===== config.mk =====
export PLATFORM = sky130hd
export DESIGN_NAME = alu_seq
export DESIGN_NICKNAME = d
export VERILOG_FILES = /design/src/rtl/alu_seq_pkg.sv /design/src/rtl/alu_seq_addsub.sv /design/src/rtl/alu_seq.sv
export SDC_FILE = /design/constraint.sdc
export NUM_CORES = 1
export LEC_CHECK = 0
export BUFFER_PORTS_ARGS = -buffer_cell sky130_fd_sc_hd__buf_2
export CAP_MARGIN = 20
export CORE_ASPECT_RATIO = 0.5
export CORE_MARGIN = 8
export CORE_UTILIZATION = 45
export DETAILED_ROUTE_END_ITERATION = 7
export PLACE_DENSITY = 0.69
export SYNTH_ARGS = -nofsm -noshare
export SYNTH_HDL_FRONTEND = slang
export SYNTH_SLANG_ARGS = --single-unit

===== constraint.sdc =====
create_clock -name CLK -period 4.15 [get_ports CLK]
set_clock_uncertainty 0.2 [all_clocks]
set_input_delay 0.83 -clock CLK [delete_from_list [all_inputs] [get_ports CLK]]
set_output_delay 0.83 -clock CLK [all_outputs]
set_load 0.02 [all_outputs]

===== src/rtl/alu_seq_pkg.sv =====
// ---------------------------------------------------------------------------
// alu_seq_pkg
// Shared definitions for the registered sequential ALU (alu_seq):
//   - opcode encodings OP_ADD .. OP_MUL
//   - control state encoding (IDLE / BUSY / DONE)
//   - bit positions of N, Z, C, V inside the 4-bit ALUFlags vector
// ---------------------------------------------------------------------------
package alu_seq_pkg;

  localparam logic [3:0] OP_ADD = 4'b0000;
  localparam logic [3:0] OP_SUB = 4'b0001;
  localparam logic [3:0] OP_AND = 4'b0010;
  localparam logic [3:0] OP_ORR = 4'b0011;
  localparam logic [3:0] OP_EOR = 4'b0100;
  localparam logic [3:0] OP_ADC = 4'b0101;
  localparam logic [3:0] OP_SBC = 4'b0110;
  localparam logic [3:0] OP_RSB = 4'b0111;
  localparam logic [3:0] OP_MUL = 4'b1000;

  typedef enum logic [1:0] {
    ST_IDLE = 2'b00,
    ST_BUSY = 2'b01,
    ST_DONE = 2'b10
  } alu_state_e;

  localparam int FLAG_N = 3;
  localparam int FLAG_Z = 2;
  localparam int FLAG_C = 1;
  localparam int FLAG_V = 0;

endpackage


===== src/rtl/alu_seq_addsub.sv =====
// ---------------------------------------------------------------------------
// alu_seq_addsub
// Combinational WIDTH+1-bit adder shared by ADD/SUB/ADC/SBC/RSB.
// Either operand may be bit-inverted before the add; subtraction is formed as
// x + ~y + cin, so C=1 means "no borrow".
// Ports:
//   i_a, i_b   WIDTH-bit operands
//   i_inv_a    invert A before the add (RSB)
//   i_inv_b    invert B before the add (SUB/SBC)
//   i_cin      carry into bit 0
//   o_sum      WIDTH-bit sum
//   o_c        carry out (bit WIDTH of the extended sum)
//   o_v        signed overflow of the post-inversion operands
// ---------------------------------------------------------------------------
module alu_seq_addsub #(
  parameter int WIDTH = 32
) (
  input  logic [WIDTH-1:0] i_a,
  input  logic [WIDTH-1:0] i_b,
  input  logic             i_inv_a,
  input  logic             i_inv_b,
  input  logic             i_cin,
  output logic [WIDTH-1:0] o_sum,
  output logic             o_c,
  output logic             o_v
);

  logic [WIDTH-1:0] w_x;
  logic [WIDTH-1:0] w_y;
  logic [WIDTH:0]   w_ext;

  assign w_x   = i_inv_a ? ~i_a : i_a;
  assign w_y   = i_inv_b ? ~i_b : i_b;
  assign w_ext = {1'b0, w_x} + {1'b0, w_y} + {{WIDTH{1'b0}}, i_cin};

  assign o_sum = w_ext[WIDTH-1:0];
  assign o_c   = w_ext[WIDTH];
  // Overflow: both adder inputs share a sign and the sum's sign differs.
  assign o_v   = (w_x[WIDTH-1] == w_y[WIDTH-1]) & (w_ext[WIDTH-1] != w_x[WIDTH-1]);

endmodule


===== src/rtl/alu_seq.sv =====
// ---------------------------------------------------------------------------
// alu_seq
// Registered ALU with valid/ready handshakes on both sides and NZCV flags.
// Single-cycle ops produce a result one cycle after accept; back-to-back
// accepts are possible while the consumer keeps Out_Ready high.
// Optional iterative multiply (opcode 1000) is built only when the macro
// ALU_SEQ_MUL_EN is defined; otherwise 1000 behaves as an illegal opcode.
// Ports:
//   CLK, RESET_N      clock (rising edge), asynchronous active-low reset
//   In_Valid/In_Ready operand handshake
//   Src_A, Src_B      WIDTH-bit operands
//   ALUControl        4-bit opcode
//   Flag_C_in         current C flag (ADC/SBC carry, logic/MUL C pass-through)
//   Out_Valid/Out_Ready result handshake
//   ALUResult         registered result
//   ALUFlags          registered {N,Z,C,V}
//   Op_Illegal        result belongs to an undefined opcode
// ---------------------------------------------------------------------------
module alu_seq
  import alu_seq_pkg::*;
#(
  parameter int WIDTH = 32,
  parameter int CNT_W = $clog2(WIDTH) + 1
) (
  input  logic             CLK,
  input  logic             RESET_N,
  input  logic             In_Valid,
  output logic             In_Ready,
  input  logic [WIDTH-1:0] Src_A,
  input  logic [WIDTH-1:0] Src_B,
  input  logic [3:0]       ALUControl,
  input  logic             Flag_C_in,
  output logic             Out_Valid,
  input  logic             Out_Ready,
  output logic [WIDTH-1:0] ALUResult,
  output logic [3:0]       ALUFlags,
  output logic             Op_Illegal
);

  // Elaboration-time parameter sanity checks.
  if (WIDTH < 4) begin : g_width_check
    $error("alu_seq: WIDTH must be at least 4");
  end
  if (CNT_W <= $clog2(WIDTH)) begin : g_cnt_check
    $error("alu_seq: CNT_W too narrow to count WIDTH iterations");
  end

  alu_state_e       r_state;
  logic             r_out_valid;
  logic [WIDTH-1:0] r_result;
  logic [3:0]       r_flags;
  logic             r_illegal;

  logic             w_in_ready;
  logic             w_accept;

  logic             w_inv_a;
  logic             w_inv_b;
  logic             w_cin;
  logic [WIDTH-1:0] w_sum;
  logic             w_add_c;
  logic             w_add_v;

  logic [WIDTH-1:0] w_res;
  logic             w_c;
  logic             w_v;
  logic             w_illegal;
  logic [3:0]       w_flags;

`ifdef ALU_SEQ_MUL_EN
  logic             w_is_mul;
  logic [WIDTH-1:0] r_mul_a;
  logic [WIDTH-1:0] r_mul_b;
  logic [WIDTH-1:0] r_acc;
  logic [CNT_W-1:0] r_cnt;
  logic             r_mul_cin;
  logic [WIDTH-1:0] w_acc_next;
  logic             w_mul_last;
  logic [3:0]       w_mul_flags;
`endif

  // A new operand set can enter when idle, or when the presented result is
  // being taken in this same cycle.
  assign w_in_ready = (r_state == ST_IDLE) | ((r_state == ST_DONE) & Out_Ready);
  assign w_accept   = In_Valid & w_in_ready;

  // Adder operand steering for the arithmetic opcodes.
  always_comb begin
    w_inv_a = 1'b0;
    w_inv_b = 1'b0;
    w_cin   = 1'b0;
    case (ALUControl)
      OP_SUB: begin
        w_inv_b = 1'b1;
        w_cin   = 1'b1;
      end
      OP_ADC: begin
        w_cin   = Flag_C_in;
      end
      OP_SBC: begin
        w_inv_b = 1'b1;
        w_cin   = Flag_C_in;
      end
      OP_RSB: begin
        w_inv_a = 1'b1;
        w_cin   = 1'b1;
      end
      default: begin
        w_cin   = 1'b0;
      end
    endcase
  end

  alu_seq_addsub #(
    .WIDTH (WIDTH)
  ) u_addsub (
    .i_a     (Src_A),
    .i_b     (Src_B),
    .i_inv_a (w_inv_a),
    .i_inv_b (w_inv_b),
    .i_cin   (w_cin),
    .o_sum   (w_sum),
    .o_c     (w_add_c),
    .o_v     (w_add_v)
  );

  // Single-cycle result select; logic and illegal ops pass C through.
  always_comb begin
    w_res     = {WIDTH{1'b0}};
    w_c       = Flag_C_in;
    w_v       = 1'b0;
    w_illegal = 1'b0;
`ifdef ALU_SEQ_MUL_EN
    w_is_mul  = 1'b0;
`endif
    case (ALUControl)
      OP_ADD, OP_SUB, OP_ADC, OP_SBC, OP_RSB: begin
        w_res = w_sum;
        w_c   = w_add_c;
        w_v   = w_add_v;
      end
      OP_AND: w_res = Src_A & Src_B;
      OP_ORR: w_res = Src_A | Src_B;
      OP_EOR: w_res = Src_A ^ Src_B;
`ifdef ALU_SEQ_MUL_EN
      OP_MUL: w_is_mul = 1'b1;
`else
      OP_MUL: w_illegal = 1'b1;
`endif
      default: w_illegal = 1'b1;
    endcase
  end

  // NZCV for the single-cycle path (an illegal op yields result 0, so Z=1).
  always_comb begin
    w_flags         = 4'b0000;
    w_flags[FLAG_N] = w_res[WIDTH-1];
    w_flags[FLAG_Z] = (w_res == {WIDTH{1'b0}});
    w_flags[FLAG_C] = w_c;
    w_flags[FLAG_V] = w_v;
  end

`ifdef ALU_SEQ_MUL_EN
  // One shift-add step: add the shifted multiplicand when the current B bit is set.
  assign w_acc_next = r_acc + (r_mul_b[0] ? r_mul_a : {WIDTH{1'b0}});
  assign w_mul_last = (r_cnt == CNT_W'(WIDTH - 1));

  // Flags of the final multiply product.
  always_comb begin
    w_mul_flags         = 4'b0000;
    w_mul_flags[FLAG_N] = w_acc_next[WIDTH-1];
    w_mul_flags[FLAG_Z] = (w_acc_next == {WIDTH{1'b0}});
    w_mul_flags[FLAG_C] = r_mul_cin;
    w_mul_flags[FLAG_V] = 1'b0;
  end

  // Multiply datapath: operands captured at accept, one B bit consumed per BUSY cycle.
  always_ff @(posedge CLK or negedge RESET_N) begin
    if (!RESET_N) begin
      r_mul_a   <= {WIDTH{1'b0}};
      r_mul_b   <= {WIDTH{1'b0}};
      r_acc     <= {WIDTH{1'b0}};
      r_cnt     <= {CNT_W{1'b0}};
      r_mul_cin <= 1'b0;
    end else if (w_accept && w_is_mul) begin
      r_mul_a   <= Src_A;
      r_mul_b   <= Src_B;
      r_acc     <= {WIDTH{1'b0}};
      r_cnt     <= {CNT_W{1'b0}};
      r_mul_cin <= Flag_C_in;
    end else if (r_state == ST_BUSY) begin
      r_acc     <= w_acc_next;
      r_mul_a   <= r_mul_a << 1;
      r_mul_b   <= r_mul_b >> 1;
      r_cnt     <= r_cnt + CNT_W'(1);
    end
  end
`endif

  // Control state and registered result/flag outputs.
  always_ff @(posedge CLK or negedge RESET_N) begin
    if (!RESET_N) begin
      r_state     <= ST_IDLE;
      r_out_valid <= 1'b0;
      r_result    <= {WIDTH{1'b0}};
      r_flags     <= 4'b0000;
      r_illegal   <= 1'b0;
    end else begin
      case (r_state)
        ST_IDLE, ST_DONE: begin
          if (w_accept) begin
`ifdef ALU_SEQ_MUL_EN
            if (w_is_mul) begin
              r_state     <= ST_BUSY;
              r_out_valid <= 1'b0;
            end else begin
              r_state     <= ST_DONE;
              r_out_valid <= 1'b1;
              r_result    <= w_res;
              r_flags     <= w_flags;
              r_illegal   <= w_illegal;
            end
`else
            r_state     <= ST_DONE;
            r_out_valid <= 1'b1;
            r_result    <= w_res;
            r_flags     <= w_flags;
            r_illegal   <= w_illegal;
`endif
          end else if ((r_state == ST_DONE) && Out_Ready) begin
            // Result taken with nothing new behind it.
            r_state     <= ST_IDLE;
            r_out_valid <= 1'b0;
          end
        end
`ifdef ALU_SEQ_MUL_EN
        ST_BUSY: begin
          if (w_mul_last) begin
            r_state     <= ST_DONE;
            r_out_valid <= 1'b1;
            r_result    <= w_acc_next;
            r_flags     <= w_mul_flags;
            r_illegal   <= 1'b0;
          end
        end
`endif
        default: begin
          r_state     <= ST_IDLE;
          r_out_valid <= 1'b0;
        end
      endcase
    end
  end

  assign In_Ready   = w_in_ready;
  assign Out_Valid  = r_out_valid;
  assign ALUResult  = r_result;
  assign ALUFlags   = r_flags;
  assign Op_Illegal = r_illegal;

endmodule


=== After elaboration in Yosys (flattened, before gate mapping) ===
Index checks and enable logic that the tools add are counted.

* Register bits: 40
* Bits of input ports: 73
* Output and inout port bits: 39
* Logic and storage cells: 53

* Add/subtract/negate cells: 2
* Equality and inequality tests: 11
* Multiplexer cells: 15
* Bitwise gates (word level): 9
* Reduce and logical (&&, ||, !) cells: 11

{| class="wikitable"
|+ Operators with widths
! kind !! count
|-
| 32-bit one-hot mux with 4 select lines || 1
|-
| 32-bit two-way mux || 2
|-
| 32-bit inverter || 2
|-
| 32-bit by 32-bit adder with 33-bit output || 1
|-
| 33-bit by 1-bit adder with 33-bit output || 1
|-
| 32-bit bitwise AND || 1
|-
| 32-bit zero test || 1
|-
| 32-bit OR || 1
|-
| 32-bit bitwise XOR || 1
|-
| 4-bit by 3-bit equality test with 1-bit output (second input constant) || 4
|-
| 4-bit by 2-bit equality test with 1-bit output (second input constant) || 2
|-
| 1-bit two-way mux || 8
|-
| 2-bit OR reduction || 4
|-
| 8-bit OR reduction || 1
|-
| 2-bit two-way mux || 3
|-
| 5-bit OR reduction || 1
|-
| 4-bit by 1-bit equality test with 1-bit output (second input constant) || 1
|-
| 4-bit zero test || 1
|-
| 1-bit bitwise AND || 3
|-
| 3-bit inequality test (second input constant) || 1
|-
| 2-bit equality test (second input constant) || 1
|-
| 2-bit zero test || 1
|-
| 1-bit one-hot mux with 2 select lines || 1
|-
| 2-bit AND reduction || 1
|-
| 4 further kinds || 4
|}

=== Logic depth before layout (Yosys ltp) ===
* Word-level depth: 9
* Depth in mapped cells: 19

=== Cells and area by module ===
Synthesis repeated with hierarchy kept, for this count alone.

* Cell total of the unflattened synthesis: 775
* Area, all modules: 6087.1 um2

{| class="wikitable"
|+ Modules (own cells, without submodules)
! module !! times used !! cells an instance !! area an instance (um2) !! sequential area each (um2)
|-
| alu_seq || 1 || 443 || 3639.7 || 925.9
|-
| alu_seq_addsub || 1 || 332 || 2447.3 || 0.0
|}

=== Worst setup path before layout ===
Ideal clock, no wire load.

* Path kind: in2reg
* Start: input ALUControl[0]
* End: register r_flags[2], in the netlist ALUFlags[2]
* Setup time: 122 ps
* Data arrival time: 5754 ps
* Setup slack: -1926 ps
* Stages: 18
* Path through: clkbuf_1 clkbuf_1 or3b_2 a21oi_1 clkbuf_1 xnor2_1 fa_1 fa_1 a21o_1 nand4_1 a21oi_1 o41a_1 o22ai_2 o221ai_1 a2111oi_2 nor4_1 and4bb_1 a32o_1

* Longest elaborated chain between the ends: 8
* Elaborated cells on any way between the ends: 21
* Those cells by class: add/sub: 2; eq/ne: 7; mux: 6; reduce/logical: 6

{| class="wikitable"
|+ RTL lines
! what !! line !! source
|-
| start, declared || alu_seq.sv:31 || <nowiki>input logic [3:0] ALUControl,</nowiki>
|-
| 4-bit by 1-bit equality test with 1-bit output or 4-bit by 3-bit equality test with 1-bit output (tied branches) || alu_seq.sv:92, alu_seq.sv:136 ||
|-
| 2-bit OR reduction (no source line) || n/a ||
|-
| 1-bit two-way mux || alu_seq.sv:92 || <nowiki>case (ALUControl)</nowiki>
|-
| 32-bit two-way mux || alu_seq_addsub.sv:33 || <nowiki>assign w_y = i_inv_b ? ~i_b : i_b;</nowiki>
|-
| 32-bit by 32-bit adder with 33-bit output || alu_seq_addsub.sv:34 || <nowiki>assign w_ext = {1'b0, w_x} + {1'b0, w_y} + {{WIDTH{1'b0}}, i_cin};</nowiki>
|-
| 33-bit by 1-bit adder with 33-bit output || alu_seq_addsub.sv:34 ||
|-
| 32-bit one-hot mux with 4 select lines * || alu_seq.sv:136 || <nowiki>case (ALUControl)</nowiki>
|-
| 32-bit zero test * || alu_seq.sv:158 || <nowiki>w_flags[FLAG_Z] = (w_res == {WIDTH{1'b0}});</nowiki>
|-
| end signal, assigned || alu_seq.sv:227 || <nowiki>r_flags <= w_flags;</nowiki>
|-
| end, declared || alu_seq.sv:51 || <nowiki>logic [3:0] r_flags;</nowiki>
|}

Mark *: on every way between the ends. The rest lies on a longest branch, timed or not.
A chain may end at the register's enable or synchronous reset.

=== Worst setup path in the final report ===
* Start: input ALUControl[2]
* End: register r_flags[2], in the netlist ALUFlags[2]

Same word-level chain as after synthesis.

==> out/metrics.csv <==
metric,value,unit
p_per_area,298,nW/um^2
seq_power_share,18.6,%
worstPathArrival,4.70,ns
syn-instance-count,728,
grt_pass1_wl,30600,um
drc,0,
finalSetupViolCount,9,
dr.pass1.iters,5,
synth_nets,898,
synth.largest_area_cell,ha_1,
cts_tree,built,
place_area,7620,um^2
cap_violations,0,
synthTopCellsByCount,"ha_1 (95), xnor2_1 (77), inv_1 (71), nand2_1 (71), nor2_1 (48)",
ys_seq_area_share,16.3,%
numCtsBuffers,5,
setup_slack,-0.577,ns
required,4.12,ns
dpl_worst_slack,-0.944,ns
crit_chain,buf_6 > or3b_4 > a21oi_4 > buf_6 > xnor2_2 > fa_2 > fa_2 > a21o_1 > nand4_1 > a21oi_2 > o41a_1 > o22ai_4 > o221ai_4 > a2111oi_4 > nor4_4 > and4bb_1 > a32o_1,
drive_above_1_share,38.0,%
critical-path-slowest-cell,a2111oi_4,
grt_setup_unrepaired,true,
power_frac_comb,61.2,%
fin_nets,1163,
io_pins,112,
syn_avg_cell_area,7.78,um^2
cpPeakStageDelay,0.52,ns
cpLargestDelayFamily,compound AO/OA/AOI/OAI gates,
coreArea,12500,um^2
power,2.51,mW
hold_violations,0,
htreeDepth,2,
area_growth,48.5,%
vias,6317,
dieWidth,175,um
crit_buf_inv,2,
yosysMostFrequentCell,ha_1,
grt_usage,22.2,%
rows,29,
postRouteAntennaNets,0,
crit_type,in -> reg,
die_height,95.3,um
dp_hpwl,15400,um
p_leak,4.28,nW
routed_wl,19500,um
grt_overflow,0,
max_freq,212,MHz
endpoint_kind,register,
synth_flop_cell,dfrtp_1,
antenna_found_initial,0,
hold_class,reg -> reg,
status,"complete, but fails checks",
grt_max_degree,38,
vias_per_cell,5.43,
switching_share,40.0,%
synth_area_leaders,"ha_1 (21%), dfrtp_1 (16%), xnor2_1 (12%), inv_1 (4.7%), nand2_1 (4.7%)",
clk_pin_slew,0.06,ns
grt_pass1_vias,6294,
ys.warnings.count,0,
finalSetupTns,-2.45,ns
p_clk_share,20.3,%
cp_max_fo,4,
root_buffer,clkbuf_16,
insertion_delay,0.28,ns
diodes,0,
routabilityCongestion,0.921,
period_share,114,%
clockBufferDepth,2,
final_area,8410,um^2
synthesis.area,5660,um^2
routedWlPerCell,16.8,um
slew_headroom,40.5,%
cp-start-kind,input pin,
start_util,45.4,%
p_int,1.51,mW
synth_edf_count,0,
ys_types,71,
ys_seq_elements,37,
cts.sinks,37,
async_reset_ff_share,100,%
drtIter0Drc,421,
violations,setup timing,
nFillCells,1055,
die_area,16700,um^2
synth_top_area_share,21.0,%
fin_crit,4.73,ns
worst_pin_slew,0.892,ns
port_buffers,111,
power.switching,1.00,mW
drv_slew,0,
vdd_ir_drop_max,0.199,mV
-- kinds of logic (layout without fill, tap and decap cells) --
kind of cell    Yosys count  after routing  share of synthesized area, %
buf+inv                 113            379                          7.80
simple gates            198            198                          17.1
compound gates          192            192                          22.8
flops                    37             37                          16.3
fa+ha+maj                97             97                          21.7
mux                       6              6                          1.13
xor+xnor                 85             85                          13.1
-- placed cells by master (no fill, tap or decap), drive strengths merged, types with 8 or more instances in the layout --
cell type  count
buf          300
ha            95
xnor2         77
inv           71
nand2         71
nor2          48
o21ai         48
a21oi         47
dfrtp         37
a21o          17
nor3          15
a221o         12
a221oi        12
nand4         10
xor2           8
-- timing repair --
item | in CTS | in global routing
gates cloned | 0 | 0
gates resized for setup | 41 | 45
setup buffers | 10 | 13
hold buffers | 0 | 0
pin swaps | 26 | 25
setup endpoints to repair | 11 | 15
-- worst reg2reg max path: cells and delay by family, from the launching register on --
family,cells,cell delay (ns)
and+or+nand+nor,8,1.65
AOI/OAI and AO/OA,2,0.25
DFF,1,0.38
-- per-layer routing --
layer	global-route usage (%)	wire (um)	up-vias
met2	39.5	9410	156
met3	2.13	833	21
li1	-	-	3094
met5	0	0	-
met4	3.99	211	0
met1	29.5	9090	3046
-- worst paths after layout --
check | end | depth (start not counted) | from | slack, ns
max in group asynchronous | ALUResult[15] | 1 | RESET_N | 2.73
min in group asynchronous | ALUResult[20] | 1 | RESET_N | 0.47
max | ALUFlags[2] | 17 | ALUControl[2] | -0.58
min | ALUResult[7] | 2 | ALUResult[7] | 0.27
max reg2reg | ALUFlags[2] | 10 | Out_Valid | 1.61
min reg2reg | ALUResult[7] | 2 | ALUResult[7] | 0.27
-- state kept, by name, indices dropped and copies added (netlist names) --
| signal | flops |
|---|---|
| ALUFlags | 4 |
| Op_Illegal | 1 |
| ALUResult | 31 |
| Out_Valid | 1 |
-- layout make-up --
class,instances,area (um^2),area share [%]
clock inverters,3,65.1,0.774
well taps,170,213,2.53
flip-flops and latches,37,926,11.0
clock buffers,5,125,1.49
repair buffers,300,2080,24.7
inverters,71,267,3.17
multi-input cells,578,4730,56.3
-- power by group through the flow --
stage / sequential (mW) / clock [mW] / combinational (mW)
final: 0.466 / 0.508 / 1.53
after global placement: 0.469 / 0 / 1.32
after floorplan: 0.556 / 0 / 0.663
after CTS: 0.466 / 0.510 / 1.42
after detailed placement: 0.472 / 0 / 1.34
after global routing: 0.474 / 0.530 / 1.66
-- per-stage QoR --
step / hold slack (ns) / cells / util (%)
floorplan: 0.334 / 728 / -
global placement: 0.250 / 1135 / 61.1
detailed placement: 0.255 / 1135 / 61.1
CTS: 0.273 / 1152 / 64.7
global route: 0.299 / 1164 / 67.4
finish: 0.269 / 1164 / 67.4
Note: power is estimated with default switching activity, not from simulation.
